<file path="config.mk">
export PLATFORM = sky130hd
export DESIGN_NAME = mem_copy_engine
export DESIGN_NICKNAME = d
export VERILOG_FILES = /design/src/rtl/mem_copy_engine.sv
export SDC_FILE = /design/constraint.sdc
export NUM_CORES = 1
export LEC_CHECK = 0
export ABC_AREA = 0
export ABC_CLOCK_PERIOD_IN_PS = 2150
export BUFFER_PORTS_ARGS = -buffer_cell sky130_fd_sc_hd__buf_4
export CAP_MARGIN = 20
export CORE_MARGIN = 2
export CORE_UTILIZATION = 35
export CTS_BUF_LIST = sky130_fd_sc_hd__clkbuf_8
export CTS_CLUSTER_DIAMETER = 100
export DETAILED_ROUTE_END_ITERATION = 6
export PLACE_DENSITY = 0.59
export SYNTH_ARGS = -nofsm -noshare
export SYNTH_HDL_FRONTEND = slang
export SYNTH_SLANG_ARGS = --single-unit
</file>
<file path="constraint.sdc">
create_clock -name clk -period 2.15 [get_ports clk]
set_clock_uncertainty 0.15 [all_clocks]
set_input_delay 0.3225 -clock clk [delete_from_list [all_inputs] [get_ports clk]]
set_output_delay 0.3225 -clock clk [all_outputs]
set_load 0.01 [all_outputs]
</file>
<file path="src/rtl/mem_copy_engine.sv">
// -----------------------------------------------------------------------------
// mem_copy_engine
//   Bus initiator for the 16x8 data RAM port. Runs block copy (read src,
//   write dst) or block fill (write fill_value to dst) jobs without the core.
//   An external mux hands this block the RAM port while busy=1.
//
//   Optional feature: define MEM_COPY_CHECKSUM_EN to add a `checksum` output
//   holding the XOR of every byte written in the current job.
//
// Ports
//   clk         single clock, rising edge
//   rst_n       asynchronous active-low reset
//   start       job request, sampled only in IDLE
//   mode        0 = copy, 1 = fill
//   src_addr    copy source base (ignored for fill)
//   dst_addr    destination base
//   len         byte count; values above 16 saturate to 16
//   fill_value  fill byte
//   abort       synchronous cancel of a running job
//   busy        job in progress (READ or WRITE)
//   done        one-cycle completion pulse
//   mem_read    RAM read strobe
//   mem_write   RAM write strobe
//   addr        RAM address
//   wdata       RAM write data
//   rdata       RAM read data (combinational from addr/mem_read)
//   checksum    (MEM_COPY_CHECKSUM_EN only) XOR of bytes written this job
// -----------------------------------------------------------------------------
module mem_copy_engine #(
    parameter int ADDR_W = 8,
    parameter int DATA_W = 8,
    parameter int LEN_W  = 5
) (
    input  logic              clk,
    input  logic              rst_n,
    input  logic              start,
    input  logic              mode,
    input  logic [ADDR_W-1:0] src_addr,
    input  logic [ADDR_W-1:0] dst_addr,
    input  logic [LEN_W-1:0]  len,
    input  logic [DATA_W-1:0] fill_value,
    input  logic              abort,
    output logic              busy,
    output logic              done,
    output logic              mem_read,
    output logic              mem_write,
    output logic [ADDR_W-1:0] addr,
    output logic [DATA_W-1:0] wdata,
    input  logic [DATA_W-1:0] rdata
`ifdef MEM_COPY_CHECKSUM_EN
    ,
    output logic [DATA_W-1:0] checksum
`endif
);

    typedef enum logic [1:0] {
        ST_IDLE  = 2'd0,
        ST_READ  = 2'd1,
        ST_WRITE = 2'd2,
        ST_DONE  = 2'd3
    } state_t;

    localparam logic [LEN_W-1:0]  MAX_LEN  = LEN_W'(32'd16);
    localparam logic [LEN_W-1:0]  LEN_ONE  = LEN_W'(32'd1);
    localparam logic [LEN_W-1:0]  LEN_ZERO = LEN_W'(32'd0);
    localparam logic [ADDR_W-1:0] PTR_ONE  = ADDR_W'(32'd1);

    state_t              state_r;
    state_t              state_nxt_s;
    logic [ADDR_W-1:0]   src_ptr_r;
    logic [ADDR_W-1:0]   dst_ptr_r;
    logic [LEN_W-1:0]    rem_r;
    logic                mode_r;
    logic [DATA_W-1:0]   fill_r;
    logic [DATA_W-1:0]   buf_r;
    logic [LEN_W-1:0]    len_sat_s;
    logic                accept_s;
    logic [DATA_W-1:0]   wdata_s;

    // Saturate the requested length to the RAM depth
    always_comb begin
        if (len > MAX_LEN) begin
            len_sat_s = MAX_LEN;
        end else begin
            len_sat_s = len;
        end
    end

    // abort takes priority over start when both arrive in IDLE
    assign accept_s = (state_r == ST_IDLE) && start && !abort;

    // Next-state logic
    always_comb begin
        state_nxt_s = state_r;
        case (state_r)
            ST_IDLE: begin
                if (accept_s) begin
                    if (len_sat_s == LEN_ZERO) begin
                        state_nxt_s = ST_DONE;
                    end else if (mode) begin
                        state_nxt_s = ST_WRITE;
                    end else begin
                        state_nxt_s = ST_READ;
                    end
                end else begin
                    state_nxt_s = ST_IDLE;
                end
            end
            ST_READ: begin
                if (abort) begin
                    state_nxt_s = ST_IDLE;
                end else begin
                    state_nxt_s = ST_WRITE;
                end
            end
            ST_WRITE: begin
                if (abort) begin
                    state_nxt_s = ST_IDLE;
                end else if (rem_r == LEN_ONE) begin
                    state_nxt_s = ST_DONE;
                end else if (mode_r) begin
                    state_nxt_s = ST_WRITE;
                end else begin
                    state_nxt_s = ST_READ;
                end
            end
            ST_DONE: begin
                state_nxt_s = ST_IDLE;
            end
            default: begin
                state_nxt_s = ST_IDLE;
            end
        endcase
    end

    // State register
    always_ff @(posedge clk or negedge rst_n) begin
        if (!rst_n) begin
            state_r <= ST_IDLE;
        end else begin
            state_r <= state_nxt_s;
        end
    end

    // Job registers: latch on accept, advance pointers on every write edge
    always_ff @(posedge clk or negedge rst_n) begin
        if (!rst_n) begin
            src_ptr_r <= '0;
            dst_ptr_r <= '0;
            rem_r     <= '0;
            mode_r    <= 1'b0;
            fill_r    <= '0;
            buf_r     <= '0;
        end else begin
            case (state_r)
                ST_IDLE: begin
                    if (accept_s) begin
                        src_ptr_r <= src_addr;
                        dst_ptr_r <= dst_addr;
                        rem_r     <= len_sat_s;
                        mode_r    <= mode;
                        fill_r    <= fill_value;
                    end
                end
                ST_READ: begin
                    buf_r <= rdata;
                end
                ST_WRITE: begin
                    // Pointers wrap naturally at 2^ADDR_W
                    dst_ptr_r <= dst_ptr_r + PTR_ONE;
                    rem_r     <= rem_r - LEN_ONE;
                    if (!mode_r) begin
                        src_ptr_r <= src_ptr_r + PTR_ONE;
                    end
                end
                default: begin
                    buf_r <= buf_r;
                end
            endcase
        end
    end

    // Moore output decode: every output depends on registers only, so an
    // asynchronous reset drops the strobes immediately
    always_comb begin
        busy      = 1'b0;
        done      = 1'b0;
        mem_read  = 1'b0;
        mem_write = 1'b0;
        addr      = '0;
        wdata_s   = '0;
        case (state_r)
            ST_READ: begin
                busy     = 1'b1;
                mem_read = 1'b1;
                addr     = src_ptr_r;
            end
            ST_WRITE: begin
                busy      = 1'b1;
                mem_write = 1'b1;
                addr      = dst_ptr_r;
                if (mode_r) begin
                    wdata_s = fill_r;
                end else begin
                    wdata_s = buf_r;
                end
            end
            ST_DONE: begin
                done = 1'b1;
            end
            default: begin
                busy = 1'b0;
            end
        endcase
    end

    assign wdata = wdata_s;

`ifdef MEM_COPY_CHECKSUM_EN
    function automatic logic [DATA_W-1:0] xor_accum(input logic [DATA_W-1:0] acc,
                                                    input logic [DATA_W-1:0] data);
        return acc ^ data;
    endfunction

    // Checksum: cleared on accept, folded on each write edge, held otherwise
    always_ff @(posedge clk or negedge rst_n) begin
        if (!rst_n) begin
            checksum <= '0;
        end else if (accept_s) begin
            checksum <= '0;
        end else if (state_r == ST_WRITE) begin
            checksum <= xor_accum(checksum, wdata_s);
        end else begin
            checksum <= checksum;
        end
    end
`endif

endmodule

</file>
After elaboration in Yosys (flattened, before gate mapping)
Index checks and enable logic that the tools add are counted.
{"block": "word_totals", "word_cells": 50, "output_inout_bits": 20, "input_bits": 42, "ff_bits": 40}
{"block": "op_classes", "n_reduce_logical": 10, "n_lt_le_gt_ge": 1, "n_mux": 23, "n_eq_ne": 6, "add_sub_neg": 3}
{"cell": "8-bit case mux with 2 select lines", "count": 3}
{"cell": "8-bit two-way mux", "count": 5}
{"cell": "8-bit by 1-bit adder with 8-bit output (second input constant)", "count": 2}
{"cell": "2-bit two-way mux", "count": 7}
{"cell": "5-bit two-way mux", "count": 2}
{"cell": "5-bit case mux with 2 select lines", "count": 1}
{"cell": "2-bit case mux with 4 select lines", "count": 1}
{"cell": "5-bit by 1-bit equality test with 1-bit output (second input constant)", "count": 1}
{"cell": "5-bit > comparator (second input constant)", "count": 1}
{"cell": "5-bit zero test", "count": 1}
{"cell": "5-bit by 1-bit subtractor with 5-bit output (second input constant)", "count": 1}
{"cell": "2-bit equality test (second input constant)", "count": 2}
{"cell": "1-bit two-way mux", "count": 4}
{"cell": "2-bit inequality test (second input constant)", "count": 2}
{"cell": "2-bit AND reduction", "count": 2}
{"cell": "3-bit AND reduction", "count": 1}
{"cell": "2-bit by 1-bit equality test with 1-bit output (second input constant)", "count": 1}
{"cell": "1-bit logical AND", "count": 2}
{"cell": "2-bit zero test", "count": 1}
{"cell": "2-bit nonzero test", "count": 1}
{"cell": "2-bit OR reduction", "count": 1}
{"cell": "1-bit zero test", "count": 1}

Longest topological paths before layout
{"block": "depth", "word_depth": 6, "mapped_depth": 8, "depth_no_buf": 6}

Least setup slack after synthesis
No wires, ideal clock.
{"block": "synth_timing", "kind": "reg-to-output", "startpoint": "register state_r[0]", "endpoint": "output addr[7]", "arrival_time_ns": 1.508, "path_buffers": 2, "t_required_ns": 1.678, "path_stages_with_launch": 7, "setup_slack_ns": 0.170, "cell_sequence": "dfrtp_1 -> inv_1 -> ha_1 -> buf_4 -> clkbuf_1 -> nand2_1 -> a21boi_0"}
{"block": "synth_between", "elab_chain_len": 2, "elab_cells_between_ends": 3, "cone_classes": "eq/ne: 2; mux: 1"}
{"element": "start: declaration", "line_no": "68", "source": "state_t state_r;"}
{"element": "start signal: assignment", "line_no": "141", "source": "state_r <= state_nxt_s;"}
{"element": "2-bit equality test or 2-bit by 1-bit equality test with 1-bit output (tied branches)", "line_no": "192", "source": "case (state_r)"}
{"element": "8-bit case mux with 2 select lines *", "line_no": "192"}
{"element": "end: declaration", "line_no": "47", "source": "output logic [ADDR_W-1:0] addr,"}
Every way passes the cells marked *; elsewhere a longest branch is shown, timed or not.

Worst setup path in the final report
{"block": "layout_timing", "startpoint": "register state_r[0]", "endpoint": "output addr[5]"}
Same word-level chain as after synthesis.

==> reports/metrics.cfg <==
[placed_design]
pre_cts_slack_ps=230
place.gp.congestion=0.767
placed_cell_area_um2=3100
port_buffers=61
dp_hpwl_um=4760

[logic_synthesis]
synth_warnings=0
synth_cells=257
seq_area_frac_synth_pct=39.7
syn_avg_cell_area_um2=9.81
ys_types=51
synth-async-reset-ratio_pct=100
synth_edf_count=0
syn_nets=307
yosys_most_used_dff=dfrtp_1
synth_area_um2=2520
synth_seq_cells=40

[finish]
nFillCells=678
nets=373
drive_above_1_share_pct=36.4
design_area_um2=3290
regArea_um2=1000
multi_input_area_um2=1430
syn2layout_area_growth_pct=30.6
antenna_cells=0

[setup_path]
start_kind=register
r2r_slack_ps=120
criticalPathCategory=reg2out
end_kind=output pin
worst_r2r_startpoint=state_r[0]
crit_required_ps=1680
reg2reg_depth=8
timing.rr.end=src_ptr_r[3]
worstPathMaxFanout=18
worstPathArrival_ps=1610

[worst_hold_path]
hold_depth=2
min_path_type=in2reg
min-delay-start=abort
hold_path_end=state_r[1]

[timing]
worst_pin_slew_ps=546
min_period_ps=2090
fmax_ghz=0.479
max_slew_margin_pct=63.6
setup_ws_ps=64.2
hold_violations=0
drv_slew=0
setup_viol=0
grt_setup_unrepaired=false
post-route-period-util_pct=97.0

[drt]
finalWirelength_um=6650
drt_iter0_drc=127
wl_per_cell_um=15.8
firstDrtPassIters=6
drc_errors=0
viasPerCell=5.19
ant_nets=0
vias=2181

[die]
die_h_um=88.9
die_x_um=88.9
start_util_pct=36.7
die_area_um2=7890
num_rows=30
boundaryPins=62
core-area_um2=6870

[clock_network]
clkSinkCount=40
clkTransAtPathRegs_ps=90
clk_latency_ps=300
cts_buffers=5
cts_tree=yes
clock-root-buffer=clkbuf_8
htreeDepth=2
clock_path_buffers=2

[power_and_ir_drop]
vdd_ir_drop_max_v=0.000449
p_per_area_nw_per_um2=939
p_leak_nw=1.47
totalPowerFinal_mw=3.09

[global_route]
grt_pass1_wl_um=10700
antenna_found_initial=0
grt_usage_pct=17.5
grt_max_degree=41
grt_pass1_vias=2178
overflow=0

[status]
status=completed

[run]
maxCapViolations=0

==> how the worst max path moves through the flow <==
| stage | startpoint | cells past startpoint | slack (ps) | to |
|---|---|---|---|---|
| finish | state_r[0] | 6 | 60 | addr[5] |
| global route | state_r[0] | 6 | 1 | addr[5] |
| CTS | state_r[0] | 4 | -30 | addr[0] |
| detailed placement | state_r[0] | 7 | 230 | rem_r[2] |
| global placement | state_r[0] | 7 | 270 | rem_r[2] |
| floorplan | state_r[0] | 6 | 170 | addr[7] |
==> state kept, by name (all words and copies together) (netlist names) <==
register / flops
buf_r: 8
dst_ptr_r: 8
fill_r: 8
src_ptr_r: 8
rem_r: 5
state_r: 2
mode_r: 1
==> repair_timing <==
| item | 4_1_cts | 5_1_grt |
|---|---|---|
| hold endpoints to repair | 40 | 0 |
| setup buffers | 0 | 1 |
| hold buffers | 1 | 0 |
| resized for setup | 3 | 11 |
| cloned | 0 | 1 |
| setup endpoints to repair | 6 | 16 |
==> logic make-up after synthesis <==
| logic type | after synthesis | synth area share [%] |
|---|---|---|
| compound gates | 74 | 20.7 |
| simple gates | 74 | 16.2 |
| mux | 34 | 14.5 |
| flops | 40 | 39.7 |
| buf+inv | 27 | 4.92 |
| fa+ha+maj | 8 | 3.97 |
==> through the flow <==
| step | util (%) | hold WS (ps) | setup TNS [ps] | std cells |
|---|---|---|---|---|
| floorplan | - | -123 | 0 | 257 |
| global placement | 45.1 | 195 | 0 | 409 |
| detailed placement | 45.1 | 198 | 0 | 409 |
| CTS | 46.8 | 38.7 | -27.6 | 418 |
| global route | 47.9 | 34.7 | 0 | 420 |
| finish | 47.9 | 45.6 | 0 | 420 |
==> power breakdown <==
part / switching, mW / internal [mW]
Combinational: 0.576 / 0.658
Clock: 0.306 / 0.230
Sequential: 0.296 / 1.03
Total: 1.18 / 1.92
==> cell usage in the layout, fill, tap and decap left out, types with 2 or more instances in the layout <==
master	count
a21o_1	4
inv_1	10
a21boi_1	2
nand2_1	13
mux2_2	20
clkbuf_8	5
a21boi_0	2
ha_4	3
dfrtp_1	39
nor2_1	18
a211oi_1	2
and2_1	3
nor3b_1	3
nand3_1	5
nor4b_1	2
a22oi_1	5
nand4_1	2
a31oi_1	5
and3_1	3
nand2b_1	2
a21oi_1	17
mux2i_1	14
buf_4	71
clkinvlp_4	2
o21ai_0	10
ha_1	5
nor2b_1	16
a221oi_1	2
o22ai_1	9
==> cells in the mapped netlist (2+ instances only) <==
master    number  area (um2)
a211oi_1       2        15.0
a21boi_0       4        30.0
a21o_1         4        30.0
a21oi_1       17        85.1
a221oi_1       2        17.5
a22oi_1        5        37.5
a31oi_1        5        31.3
and2_1         3        18.8
and3_1         3        18.8
buf_2          6        30.0
buf_4          2        15.0
clkbuf_1       7        26.3
dfrtp_1       40        1000
ha_1           8         100
inv_1         11        41.3
mux2_2        20         225
mux2i_1       14         140
nand2_1       13        48.8
nand2b_1       2        12.5
nand3_1        5        25.0
nand4_1        2        12.5
nor2_1        18        67.6
nor2b_1       16         100
nor3b_1        3        22.5
nor4b_1        2        17.5
o21ai_0       10        50.1
o22ai_1        9        56.3
==> area by class of cell <==
class                           count  share of cell area [%]
Clock buffer                        5                    2.09
Tap cell                           96                    3.65
Clock inverter                      3                   0.722
Multi-Input combinational cell    190                    43.5
Sequential cell                    40                    30.4
Timing Repair Buffer               75                    18.3
Inverter                           11                    1.25
==> metal layers <==
| metal | part of all wire, % | routed length [um] | GRT usage, % | up-vias |
|---|---|---|---|---|
| met3 | 6.1 | 406 | 4.94 | 9 |
| met4 | 1.4 | 92 | 4.55 | 0 |
| li1 | - | - | - | 1067 |
| met1 | 46 | 3030 | 23.4 | 1035 |
| met5 | 0 | 0 | 0 | - |
| met2 | 47 | 3130 | 27.9 | 70 |
==> worst max-delay path, cell delays in order, from the launching register on <==
cell      delay, ps
dfrtp_2         450
inv_2           110
ha_4            190
buf_8           170
nand2_1          80
a21boi_0        160
buf_4           150
No activity file was read; power rests on OpenSTA's default activity.
